## src/rtl/imsic_msi_arbiter_if.sv

```systemverilog
// ---------------------------------------------------------------------------
// imsic_msi_arbiter_if
//
// Purpose: request-side handshake bundle between the MSI sources (bus write
// decoders, self-IPI path) and imsic_msi_arbiter.
//
// Signals:
//   req_vld   NR_REQ                  per-requester message valid
//   req_info  NR_REQ*MSI_INFO_WIDTH   per-requester message, requester i at
//                                     bits [i*MSI_INFO_WIDTH +: MSI_INFO_WIDTH]
//   req_rdy   NR_REQ                  per-requester accept (one-hot or zero)
//
// Modports:
//   master  the requesters (drive valid/info, observe ready)
//   slave   the arbiter    (observe valid/info, drive ready)
// ---------------------------------------------------------------------------
interface imsic_msi_arbiter_if #(
   parameter int NR_REQ         = 2,
   parameter int MSI_INFO_WIDTH = 17
);
   logic [NR_REQ-1:0]                req_vld;
   logic [NR_REQ*MSI_INFO_WIDTH-1:0] req_info;
   logic [NR_REQ-1:0]                req_rdy;

   modport master (output req_vld, output req_info, input  req_rdy);
   modport slave  (input  req_vld, input  req_info, output req_rdy);
endinterface

```

## src/rtl/imsic_msi_arbiter.sv

```systemverilog
// ---------------------------------------------------------------------------
// imsic_msi_arbiter
//
// Purpose: shares the single MSI broadcast channel feeding the per-hart
// imsic_csr_gate instances among several MSI sources. Requests are granted
// round-robin; each accepted message is sent as a valid pulse VLD_HIGH cycles
// wide, after which the message is held for a further VLD_LOW cycles so every
// gate's valid synchronizer and falling-edge capture can finish.
//
// Optional feature: define IMSIC_MSI_ARB_FIFO_EN to place a FIFO_DEPTH-entry
// queue between the arbiter and the sender, so requesters can be accepted
// while a pulse is in flight. Without it, messages are accepted only while
// the sender is idle and load straight into o_msi_info.
//
// Ports:
//   clk             in   clock
//   rstn            in   asynchronous active-low reset
//   req_if          slave request bundle (req_vld / req_info / req_rdy)
//   o_msi_info      out  broadcast message {hart_id, intp_file, setipnum}
//   o_msi_info_vld  out  broadcast valid pulse
//   busy            out  sender active or queue non-empty
// ---------------------------------------------------------------------------
module imsic_msi_arbiter #(
   parameter int NR_REQ         = 2,
   parameter int MSI_INFO_WIDTH = 17,
   parameter int VLD_HIGH       = 4,
   parameter int VLD_LOW        = 8,
   parameter int FIFO_DEPTH     = 4
) (
   input  logic                      clk,
   input  logic                      rstn,
   imsic_msi_arbiter_if.slave        req_if,
   output logic [MSI_INFO_WIDTH-1:0] o_msi_info,
   output logic                      o_msi_info_vld,
   output logic                      busy
);

   localparam int W       = MSI_INFO_WIDTH;
   localparam int MAX_CNT = (VLD_HIGH > VLD_LOW) ? VLD_HIGH : VLD_LOW;
   localparam int CNT_W   = $clog2(MAX_CNT + 1);
   localparam int PTR_W   = (NR_REQ > 1) ? $clog2(NR_REQ) : 1;

   // Elaboration-time sanity check of the configuration.
   if (NR_REQ < 1 || NR_REQ > 8 || VLD_HIGH < 1 || VLD_LOW < 1 ||
       FIFO_DEPTH < 2 || (FIFO_DEPTH & (FIFO_DEPTH - 1)) != 0) begin : g_bad_cfg
      $error("imsic_msi_arbiter: illegal parameter combination");
   end

   typedef enum logic [1:0] {
      IDLE = 2'd0,
      HIGH = 2'd1,
      LOW  = 2'd2
   } state_t;

   state_t             r_state;
   state_t             w_state_nxt;
   logic [CNT_W-1:0]   r_cnt;
   logic [CNT_W-1:0]   w_cnt_nxt;
   logic               r_vld;
   logic [W-1:0]       r_info;

   logic [PTR_W-1:0]   r_rr_ptr;
   logic [PTR_W-1:0]   w_gnt_idx;
   logic               w_gnt_found;
   logic [NR_REQ-1:0]  w_grant;
   logic               w_sink_ready;
   logic               w_xfer;
   logic [W-1:0]       w_xfer_info;
   logic               w_load;
   logic [W-1:0]       w_load_info;

   // Round-robin search: the first valid requester after rr_ptr wins, so the
   // requester that was served last has the lowest priority next time.
   always_comb begin
      w_gnt_found = 1'b0;
      w_gnt_idx   = r_rr_ptr;
      w_grant     = '0;
      for (int k = 1; k <= NR_REQ; k++) begin
         if (!w_gnt_found && req_if.req_vld[(int'(r_rr_ptr) + k) % NR_REQ]) begin
            w_gnt_found = 1'b1;
            w_gnt_idx   = PTR_W'((int'(r_rr_ptr) + k) % NR_REQ);
         end
      end
      if (w_gnt_found) begin
         w_grant[w_gnt_idx] = 1'b1;
      end
   end

   // The grant is only offered when the sink can take it; w_sink_ready also
   // folds in rstn so nothing is acknowledged while reset is held.
   assign req_if.req_rdy = w_grant & {NR_REQ{w_sink_ready}};
   assign w_xfer         = w_gnt_found & w_sink_ready;
   assign w_xfer_info    = req_if.req_info[int'(w_gnt_idx)*W +: W];

   // Priority pointer moves to the requester just served.
   always_ff @(posedge clk or negedge rstn) begin
      if (!rstn) begin
         r_rr_ptr <= PTR_W'(NR_REQ - 1);
      end else if (w_xfer) begin
         r_rr_ptr <= w_gnt_idx;
      end
   end

`ifdef IMSIC_MSI_ARB_FIFO_EN
   localparam int AW = $clog2(FIFO_DEPTH);

   logic [W-1:0]  r_fifo [FIFO_DEPTH];
   logic [AW-1:0] r_wptr;
   logic [AW-1:0] r_rptr;
   logic [AW:0]   r_count;
   logic          w_full;
   logic          w_empty;
   logic          w_pop;

   // Full is judged on the occupancy at the start of the cycle, so a pop in
   // the same cycle does not open the door for a push.
   assign w_full       = (r_count == (AW+1)'(FIFO_DEPTH));
   assign w_empty      = (r_count == '0);
   assign w_pop        = (r_state == IDLE) && !w_empty;
   assign w_sink_ready = rstn & ~w_full;
   assign w_load       = w_pop;
   assign w_load_info  = r_fifo[r_rptr];
   assign busy         = (r_state != IDLE) | ~w_empty;

   // Queue storage carries no reset; only pointers and occupancy do.
   always_ff @(posedge clk) begin
      if (w_xfer) begin
         r_fifo[r_wptr] <= w_xfer_info;
      end
   end

   // Pointers wrap naturally because the depth is a power of two.
   always_ff @(posedge clk or negedge rstn) begin
      if (!rstn) begin
         r_wptr  <= '0;
         r_rptr  <= '0;
         r_count <= '0;
      end else begin
         if (w_xfer) begin
            r_wptr <= r_wptr + 1'b1;
         end
         if (w_pop) begin
            r_rptr <= r_rptr + 1'b1;
         end
         case ({w_xfer, w_pop})
            2'b10:   r_count <= r_count + 1'b1;
            2'b01:   r_count <= r_count - 1'b1;
            default: r_count <= r_count;
         endcase
      end
   end
`else
   // Without a queue the arbiter can only hand a message over while the
   // sender is idle, and that message goes straight onto the broadcast bus.
   assign w_sink_ready = rstn & (r_state == IDLE);
   assign w_load       = w_xfer;
   assign w_load_info  = w_xfer_info;
   assign busy         = (r_state != IDLE);
`endif

   // Sender next-state: IDLE -> HIGH on a load, HIGH holds the valid for
   // VLD_HIGH cycles, LOW keeps the message stable for VLD_LOW more cycles.
   // The counter is reloaded on every transition and never wraps.
   always_comb begin
      w_state_nxt = r_state;
      w_cnt_nxt   = r_cnt;
      case (r_state)
         IDLE: begin
            if (w_load) begin
               w_state_nxt = HIGH;
               w_cnt_nxt   = CNT_W'(VLD_HIGH - 1);
            end
         end
         HIGH: begin
            if (r_cnt == '0) begin
               w_state_nxt = LOW;
               w_cnt_nxt   = CNT_W'(VLD_LOW - 1);
            end else begin
               w_cnt_nxt = r_cnt - 1'b1;
            end
         end
         LOW: begin
            if (r_cnt == '0) begin
               w_state_nxt = IDLE;
            end else begin
               w_cnt_nxt = r_cnt - 1'b1;
            end
         end
         default: begin
            w_state_nxt = IDLE;
            w_cnt_nxt   = '0;
         end
      endcase
   end

   // Sender registers; the valid is registered so the gates see a clean
   // level, and the message only changes when a new one is loaded.
   always_ff @(posedge clk or negedge rstn) begin
      if (!rstn) begin
         r_state <= IDLE;
         r_cnt   <= '0;
         r_vld   <= 1'b0;
         r_info  <= '0;
      end else begin
         r_state <= w_state_nxt;
         r_cnt   <= w_cnt_nxt;
         r_vld   <= (w_state_nxt == HIGH);
         if (w_load) begin
            r_info <= w_load_info;
         end
      end
   end

   assign o_msi_info     = r_info;
   assign o_msi_info_vld = r_vld;

endmodule

```

## src/flat_wrapper.sv

```systemverilog
// flat-port wrapper written by rule: the top's interface ports become plain ports
module imsic_msi_arbiter_flat 
#(
   parameter int NR_REQ         = 2,
   parameter int MSI_INFO_WIDTH = 17,
   parameter int VLD_HIGH       = 4,
   parameter int VLD_LOW        = 8,
   parameter int FIFO_DEPTH     = 4
)
  (clk, rstn, o_msi_info, o_msi_info_vld, busy, req_if_req_vld, req_if_req_info, req_if_req_rdy);
  imsic_msi_arbiter_if #(.NR_REQ(NR_REQ), .MSI_INFO_WIDTH(MSI_INFO_WIDTH)) req_if_i ();
  input  logic clk;
  input  logic rstn;
  output logic [MSI_INFO_WIDTH-1:0] o_msi_info;
  output logic o_msi_info_vld;
  output logic busy;
  input wire logic [$bits(req_if_i.req_vld)-1:0] req_if_req_vld;
  input wire logic [$bits(req_if_i.req_info)-1:0] req_if_req_info;
  output wire logic [$bits(req_if_i.req_rdy)-1:0] req_if_req_rdy;
  assign req_if_i.req_vld = req_if_req_vld;
  assign req_if_i.req_info = req_if_req_info;
  assign req_if_req_rdy = req_if_i.req_rdy;
  imsic_msi_arbiter #(.NR_REQ(NR_REQ), .MSI_INFO_WIDTH(MSI_INFO_WIDTH), .VLD_HIGH(VLD_HIGH), .VLD_LOW(VLD_LOW), .FIFO_DEPTH(FIFO_DEPTH)) u_core (.clk(clk), .rstn(rstn), .req_if(req_if_i), .o_msi_info(o_msi_info), .o_msi_info_vld(o_msi_info_vld), .busy(busy));
endmodule
```

## config.mk

```make
export PLATFORM = sky130hd
export DESIGN_NAME = imsic_msi_arbiter_flat
export DESIGN_NICKNAME = d
export VERILOG_FILES = /design/src/rtl/imsic_msi_arbiter_if.sv /design/src/rtl/imsic_msi_arbiter.sv /design/src/flat_wrapper.sv
export SDC_FILE = /design/constraint.sdc
export NUM_CORES = 1
export LEC_CHECK = 0
export ABC_AREA = 1
export BUFFER_PORTS_ARGS = -buffer_cell sky130_fd_sc_hd__clkbuf_2
export CAP_MARGIN = 15
export CORE_ASPECT_RATIO = 1.5
export CORE_MARGIN = 4
export CORE_UTILIZATION = 25
export CTS_BUF_LIST = sky130_fd_sc_hd__clkbuf_2 sky130_fd_sc_hd__clkbuf_4 sky130_fd_sc_hd__clkbuf_8
export DETAILED_ROUTE_END_ITERATION = 12
export PLACE_DENSITY_LB_ADDON = 0.1
export SLEW_MARGIN = 20
export SYNTH_ARGS = -nofsm -noshare
export SYNTH_HDL_FRONTEND = slang
export SYNTH_SLANG_ARGS = --single-unit
```

## constraint.sdc

```tcl
create_clock -name clk -period 1.3 [get_ports clk]
set_input_delay 0.195 -clock clk [delete_from_list [all_inputs] [get_ports clk]]
set_output_delay 0.195 -clock clk [all_outputs]
set_load 0.01 [all_outputs]
```

### Yosys cells after proc, flatten, opt, wreduce, memory -nomap -nowiden

Index checks and enable logic that the tools add are counted.

* reduce and logical (&&, ||, !) cells: 7
* mux-type cells: 21
* add/sub/neg operators: 3
* bitwise logic cells: 5
* $mul: 1
* shifts and indexed selects: 1
* $lt $le $gt $ge: 4
* equal/unequal tests: 5

Operator list (count)
* $shiftx 34x32->17: 1
* $mux 4: 3
* $pmux 4 s3: 1
* $mux 1: 11
* $mux 2: 4
* $lt 2x3->1 const B: 2
* $mul 1x5->6 const B: 1
* $pmux 2 s3: 1
* $eq 2x1->1 const B: 2
* $logic_not 4->1: 1
* $sub 4x1->4 const B: 1
* $add 1x1->1 const B: 2
* $and 1x1->1: 2
* $and 1x1->1 const A: 2
* $and 2x2->2: 1
* $eq 2x2->1 const B: 1
* $logic_and 1x1->1: 2
* $logic_not 2->1: 1
* $lt 1x2->1 const B: 1
* $ne 2x1->1 const B: 1
* $ne 2x2->1 const B: 1
* $reduce_and 2->1: 1
* $reduce_bool 2->1: 1
* $demux 1 s1: 1
* other kinds (2): 2

* register bits after elaboration: 25
* input port bits: 38
* logic and storage cells: 52

### Longest topological paths before layout

Gate-level depths: netlist of the first run.

* depth in word-level cells: 15
* gate-level depth with buffers: 7

### Worst setup path before layout of the first run

Ideal clock, no wire load.

* kind: flip-flop to output port
* start point: register u_core.r_rr_ptr
* end point: output req_if_req_rdy[0]
* path buffers: 1
* slack: -0.016 ns
* arrival time: 1.121 ns
* stages on the path, launching flop included: 6
* data required time: 1.105 ns
* cells stage by stage: dfstp_2 > nand2_1 > o21ai_2 > inv_2 > nor2_8 > buf_6

* word-level cells in the longest chain between the ends: 14

RTL lines
* from (decl): line imsic_msi_arbiter.sv:62 `logic [PTR_W-1:0] r_rr_ptr;`
* from (signal assigned): line imsic_msi_arbiter.sv:98 `r_rr_ptr <= PTR_W'(NR_REQ - 1);`
* from (signal assigned): line imsic_msi_arbiter.sv:100 `r_rr_ptr <= w_gnt_idx;`
* $add 1x1->1: line imsic_msi_arbiter.sv:79, imsic_msi_arbiter.sv:81
* $mux 1 (not written as such) (3 in a row): line imsic_msi_arbiter.sv:79 `if (!w_gnt_found && req_if.req_vld[(int'(r_rr_ptr) + k) % NR_REQ]) begin`
* $mux 1: line imsic_msi_arbiter.sv:79
* $logic_not 1->1: line imsic_msi_arbiter.sv:79
* $logic_and 1x1->1: line imsic_msi_arbiter.sv:79
* $mux 1: line imsic_msi_arbiter.sv:79
* $lt 1x2->1 (not written as such) / $ge 1x1->1 (equally long branches): line imsic_msi_arbiter.sv:85 `w_grant[w_gnt_idx] = 1'b1;`
* $logic_and 1x1->1 (not written as such): line imsic_msi_arbiter.sv:85
* $mux 1 (not written as such): line imsic_msi_arbiter.sv:85
* $demux 1 s1
* $mux 2 *: line imsic_msi_arbiter.sv:84 `if (w_gnt_found) begin`
* $and 2x2->2 *: line imsic_msi_arbiter.sv:91 `assign req_if.req_rdy = w_grant & {NR_REQ{w_sink_ready}};`
* to (decl): line flat_wrapper.sv:19 `output wire logic [$bits(req_if_i.req_rdy)-1:0] req_if_req_rdy;`

Mark *: on every way between the ends. The rest lies on a longest branch, timed or not. The select of a mux whose other input is x is not followed.

### Worst setup path after layout of the first run

* start point: register u_core.r_rr_ptr
* end point: output req_if_req_rdy[1]

Same word-level chain as after synthesis.

==> results.ini, run 1 <==
[timing]
finalCritPeriodShare_pct=115
grt_setup_unrepaired=yes
max_freq_mhz=668
fin_crit_ns=1.50
slew_violations=0
hold_viol=0
fin_ws_ns=-0.197
fin_skew_ns=0.00473
slew_headroom_pct=77.9
worst_pin_slew_ns=0.331
setup_viol=20

[setup_path]
crit_path_end_kind=output pin
slowest_delay_ns=0.54
cp.arrival_ns=1.30
crit_type=flip-flop to output pin
crit_slowest_cell=dfstp_2
path_max_fanout=3
cp.required_ns=1.11
cp_common_cell=buf_6
cp-start-kind=flip-flop
path_cells=buf_6 > o21ai_4 > buf_12 > nor2_8 > buf_6

[final_layout]
drive_above_1_share_pct=42.2
diodes=0
fill_cells=540
final_nets=277
syn2layout_area_growth_pct=54.2

[detailed_routing]
dr.pass1.iters=4
drt_iter0_drc=17
drt_wl_total_um=3470
ant_nets=0
num_vias=1257
drc_errors=0
wl_per_cell_um=11.4
vias_per_cell=4.15

[grt]
gr-usage-met3_pct=2.50
grt_use_met1_pct=13.3
grt_start_max_net_pins=26
antenna_found_initial=0
grt_pass1_wl_um=5640
grt_pass1_vias=1245
overflow=0
use_met2_pct=21.5
track_usage_pct=12.0
top_usage_layer=met2

[hold_path]
hold_path.class=input port to asynchronous set/reset pin

[place]
pre_cts_slack_ns=0.0269
dp_hpwl_um=2710
io_buffers=58
place_congestion=0.738

[synth]
ys_seq_area_share_pct=50.2
ys_types=19
postSynthAreaPerCell_um2=8.00
syn-num-nets=195
synth_seq_cells=25
netlist_instances=156
synth_fa_ha_area_share_pct=1.00
synth.top_cells.by_area=dfrtp_1 (48%), nand2_1 (22%), nand3_1 (8.0%)
synth_compound_area_share_pct=3.71
synth_area_um2=1250
yosys_warnings=0
synthMuxAreaShare_pct=0
synthXorXnorAreaFrac_pct=0.701
synth_top_family_by_area=simple AND/OR/NAND/NOR gates
yosys.area_share.simple_pct=38.5
netlist.area_leader.share_pct=48.1
synth_area_leader_cell=dfrtp_1

[pwr]
power.leakage_nw=1.06
p_per_area_nw_per_um2=2160
peakVddDrop_mv=0.639
power_mw=4.15

[status]
status=finished, violations left
failed_checks=negative setup slack

[floorplan]
fp.dieH_um=94.6
coreArea_um2=4850
start_util_pct=25.8
die_w_um=65.7
io-pin-count=59
die_area_um2=6210
rows=31

[cts]
cts_buffers=3
clockRootBuffer=clkbuf_8
cts_hold_buf=0
clock-sinks=25
cts.path.max_buffers=2
clkTransAtPathRegs_ns=0.09
cts_tree=done
h-tree-depth=1
clock_latency_ns=0.27

[run]
max_cap_viol_count=0

-- state kept, by name, summed over array words and instances, names as in the netlist --
signal and cells:
u_core.r_state 2, u_core.r_cnt 4, u_core.o_msi_info_vld 1, u_core.r_rr_ptr 1
u_core.o_msi_info 17
-- placed cells by master, fill, tap and decap left out, types with 3 or more instances in the layout --
cell type and n:
dfrtp_1 24, nor2_4 3, clkbuf_8 3, inv_2 3, buf_12 3, nand2_1 73
buf_4 18, nor2_1 5, inv_1 8, clkbuf_2 55, o21ai_1 3, buf_6 5
nand3_1 19
-- final cells by class --
| type | instances | area, um2 | share of cell area (%) |
|---|---|---|---|
| repair buffers | 81 | 527 | 27.4 |
| inverters | 11 | 41.3 | 2.14 |
| flip-flops and latches | 25 | 627 | 32.6 |
| well taps | 66 | 82.6 | 4.29 |
| multi-input cells | 116 | 599 | 31.1 |
| clock buffers | 4 | 48.8 | 2.53 |
-- metrics by stage --
| stage | setup TNS, ns | area, um2 | cells | utilization, % | hold slack [ns] |
|---|---|---|---|---|---|
| global placement | 0 | 1730 | 290 | 35.6 | 0.329 |
| detailed placement | 0 | 1730 | 290 | 35.6 | 0.325 |
| CTS | -2.19 | 1820 | 300 | 37.6 | 0.0223 |
| finish | -2.07 | 1930 | 303 | 39.7 | 0.00114 |
| floorplan | 0 | 1260 | 156 | - | -0.101 |
| global route | -3.34 | 1930 | 303 | 39.7 | 0.0351 |
-- cells in the mapped netlist --
library cell	instances
nand2_1	74
dfrtp_1	24
nand3_1	20
inv_1	10
nor2_1	7
o21ai_0	5
buf_2	2
buf_6	2
nor2_8	2
a21oi_1	1
dfstp_2	1
ha_1	1
inv_2	1
nand3_4	1
nand3b_1	1
nor2_4	1
o21ai_2	1
o21bai_1	1
xor2_1	1
-- critical path, delay by kind of cell, from the launching register on --
| kind | cells | cell delay (ns) |
|---|---|---|
| DFF | 1 | 0.54 |
| buffers and inverters | 3 | 0.34 |
| and+or+nand+nor | 1 | 0.08 |
| AOI/OAI and AO/OA | 1 | 0.06 |
-- where the power goes --
| part | internal (mW) | switching, mW | total [mW] |
|---|---|---|---|
| Clock | 0.240 | 0.245 | 0.485 |
| Sequential | 1.15 | 0.214 | 1.37 |
| Combinational | 1.12 | 1.19 | 2.30 |
| Total | 2.51 | 1.64 | 4.15 |
-- final timing paths --
path	from	end	slack, ns	depth (start not counted)
worst min-delay path	rstn	u_core.r_cnt[1]	0.001	2
worst min register to register	u_core.r_cnt[0]	u_core.r_cnt[0]	0.50	2
worst max register to register	u_core.r_rr_ptr	u_core.o_msi_info[1]	-0.13	8
max in group asynchronous	rstn	u_core.r_rr_ptr	1.00	2
min in group clk	req_if_req_info[8]	u_core.o_msi_info[8]	0.12	3
worst max-delay path	u_core.r_rr_ptr	req_if_req_rdy[1]	-0.20	5
-- metal layers --
metal  up-vias  part of all wire, %
met3         4                  5.4
met4         0                  1.7
met5         -                    0
met1       562                   39
met2        37                   54
li1        654                    -
-- repair_timing --
item	CTS	global route
resized for setup	3	22
buffers inserted	6	4
endpoints found under the setup margin	3	26
pin swaps	2	3
-- cells by family after synthesis --
family	Yosys count
simple gates	106
flops	25
compound gates	8
buf+inv	15
xor+xnor	1
fa+ha+maj	1
(Power assumes the default switching activity.)
==> run 2: changes to the inputs <==
Settings changed: CTS_BUF_LIST sky130_fd_sc_hd__clkbuf_2 sky130_fd_sc_hd__clkbuf_4 sky130_fd_sc_hd__clkbuf_8 to default.
==> results.ini, run 2 (synthesis gave the netlist of run 1 again) <==
[status]
status=finished, violations left
failed_checks=negative setup slack

[place]
dp_hpwl_um=2710
place_congestion=0.738
io_buffers=58
dp.cells=290

[floorplan]
coreArea_um2=4850
die_area_um2=6210
die_w_um=65.7
start_util_pct=25.8
io-pin-count=59
fp.dieH_um=94.6
rows=31

[setup_path]
crit_end=req_if_req_rdy[1]
critPathLaunch=u_core.r_rr_ptr
cp.arrival_ns=1.30
r2r_slack_ns=-0.13
cp.required_ns=1.11
r2r-end=u_core.o_msi_info[1]
r2r_cells=8
r2r-start=u_core.r_rr_ptr
crit_type=flip-flop to output pin
cp-start-kind=flip-flop
crit_path_end_kind=output pin
path_max_fanout=3

[detailed_routing]
top_layer=met4
wl_met3_um=188
dr_wl_met2_um=1880
drt_wl_total_um=3490
num_vias=1250
drt_iter0_drc=17
ant_nets=0
wl_met1_um=1360
wl_per_cell_um=11.5
vias_per_cell=4.13
drc_errors=0
dr.pass1.iters=4

[cts]
clkTransAtPathRegs_ns=0.09
cts_buffers=3
cts_hold_buf=0
cts.path.max_buffers=2
clockRootBuffer=clkbuf_8
h-tree-depth=1
cts_tree=done
clock_latency_ns=0.27
clock-sinks=25

[timing]
slew_violations=0
fin_skew_ns=0.00277
fin_crit_ns=1.50
max_freq_mhz=667
holdWs_ns=0.00176
grt_setup_unrepaired=yes
hold_viol=0
setup_viol=20
finalCritPeriodShare_pct=115
fin_ws_ns=-0.199
worst_pin_slew_ns=0.333
slew_headroom_pct=77.8

[final_layout]
instances_no_fill=303
largest_register_ffs=17
final_cell_mix=nand2_1 (73), clkbuf_2 (55), dfrtp_1 (24), nand3_1 (19), buf_4 (18)
drive_above_1_share_pct=41.8
final_common_cell=nand2_1
syn2layout_area_growth_pct=53.9
diodes=0
final_nets=277

[run]
max_cap_viol_count=0

[grt]
antenna_found_initial=0
overflow=0
grt_pass1_vias=1245
grt_start_max_net_pins=26
track_usage_pct=12.0
grt_pass1_wl_um=5640

[pwr]
power.leakage_nw=1.06
p_per_area_nw_per_um2=2150
peakVddDrop_mv=0.640

[hold_path]
hold_path.class=input port to asynchronous set/reset pin

-- run 2: cell counts in the layout (fill, tap and decap cells not counted) --
No cell type changed its count.
-- run 2: how the worst min path moves through the flow --
| stage | from | slack (ns) | cells after the start | end |
|---|---|---|---|---|
| global route | rstn | 0.04 | 2 | u_core.r_cnt[0] |
| global placement | rstn | 0.33 | 2 | u_core.r_cnt[0] |
| detailed placement | rstn | 0.32 | 2 | u_core.r_cnt[0] |
| CTS | rstn | 0.02 | 2 | u_core.r_cnt[0] |
| floorplan | rstn | -0.10 | 0 | u_core.o_msi_info[0] |
| finish | rstn | 0.002 | 2 | u_core.r_cnt[1] |
-- run 2: power by group --
part           internal, mW  total (mW)  switching, mW  leakage (nW)
Sequential             1.15        1.36          0.213         0.310
Clock                 0.219       0.468          0.249        0.0228
Combinational          1.12        2.30           1.19         0.725
-- run 2: per-stage QoR --
stage / total power [mW] / setup TNS [ns] / utilization (%) / worst slack, ns / instance area [um2]
global route: 4.51 / -3.51 / 39.6 / -0.263 / 1920
CTS: 3.92 / -2.20 / 37.5 / -0.280 / 1820
global placement: 3.32 / 0 / 35.6 / 0.0495 / 1730
detailed placement: 3.32 / 0 / 35.6 / 0.0269 / 1730
floorplan: 2.49 / 0 / - / 0.00861 / 1260
finish: 4.14 / -2.10 / 39.6 / -0.199 / 1920
-- run 2: worst max-delay path, stage by stage (launching register included) --
cell and delay [ns]:
dfstp_2 0.54, buf_6 0.10, o21ai_4 0.07, buf_12 0.13
nor2_8 0.08, buf_6 0.11
-- run 2: routing by layer --
metal  GRT usage, %  up-vias
met1           13.3      556
met2           21.5       37
met5              0        -
li1               -      653
met3           2.50        4
met4           5.19        0
-- run 2: cell type report --
type                       count  area [um2]
timing repair buffer          81         527
fill                         540        2930
tap                           66        82.6
clock buffer                   4        45.0
sequential                    25         627
multi-input combinational    116         599
inverter                      11        41.3
-- run 2: repair_timing --
action	in CTS	in global routing
pin swaps	2	3
endpoints found under the hold margin	0	0
buffers inserted	6	4
resized for setup	3	22
endpoints found under the setup margin	3	26
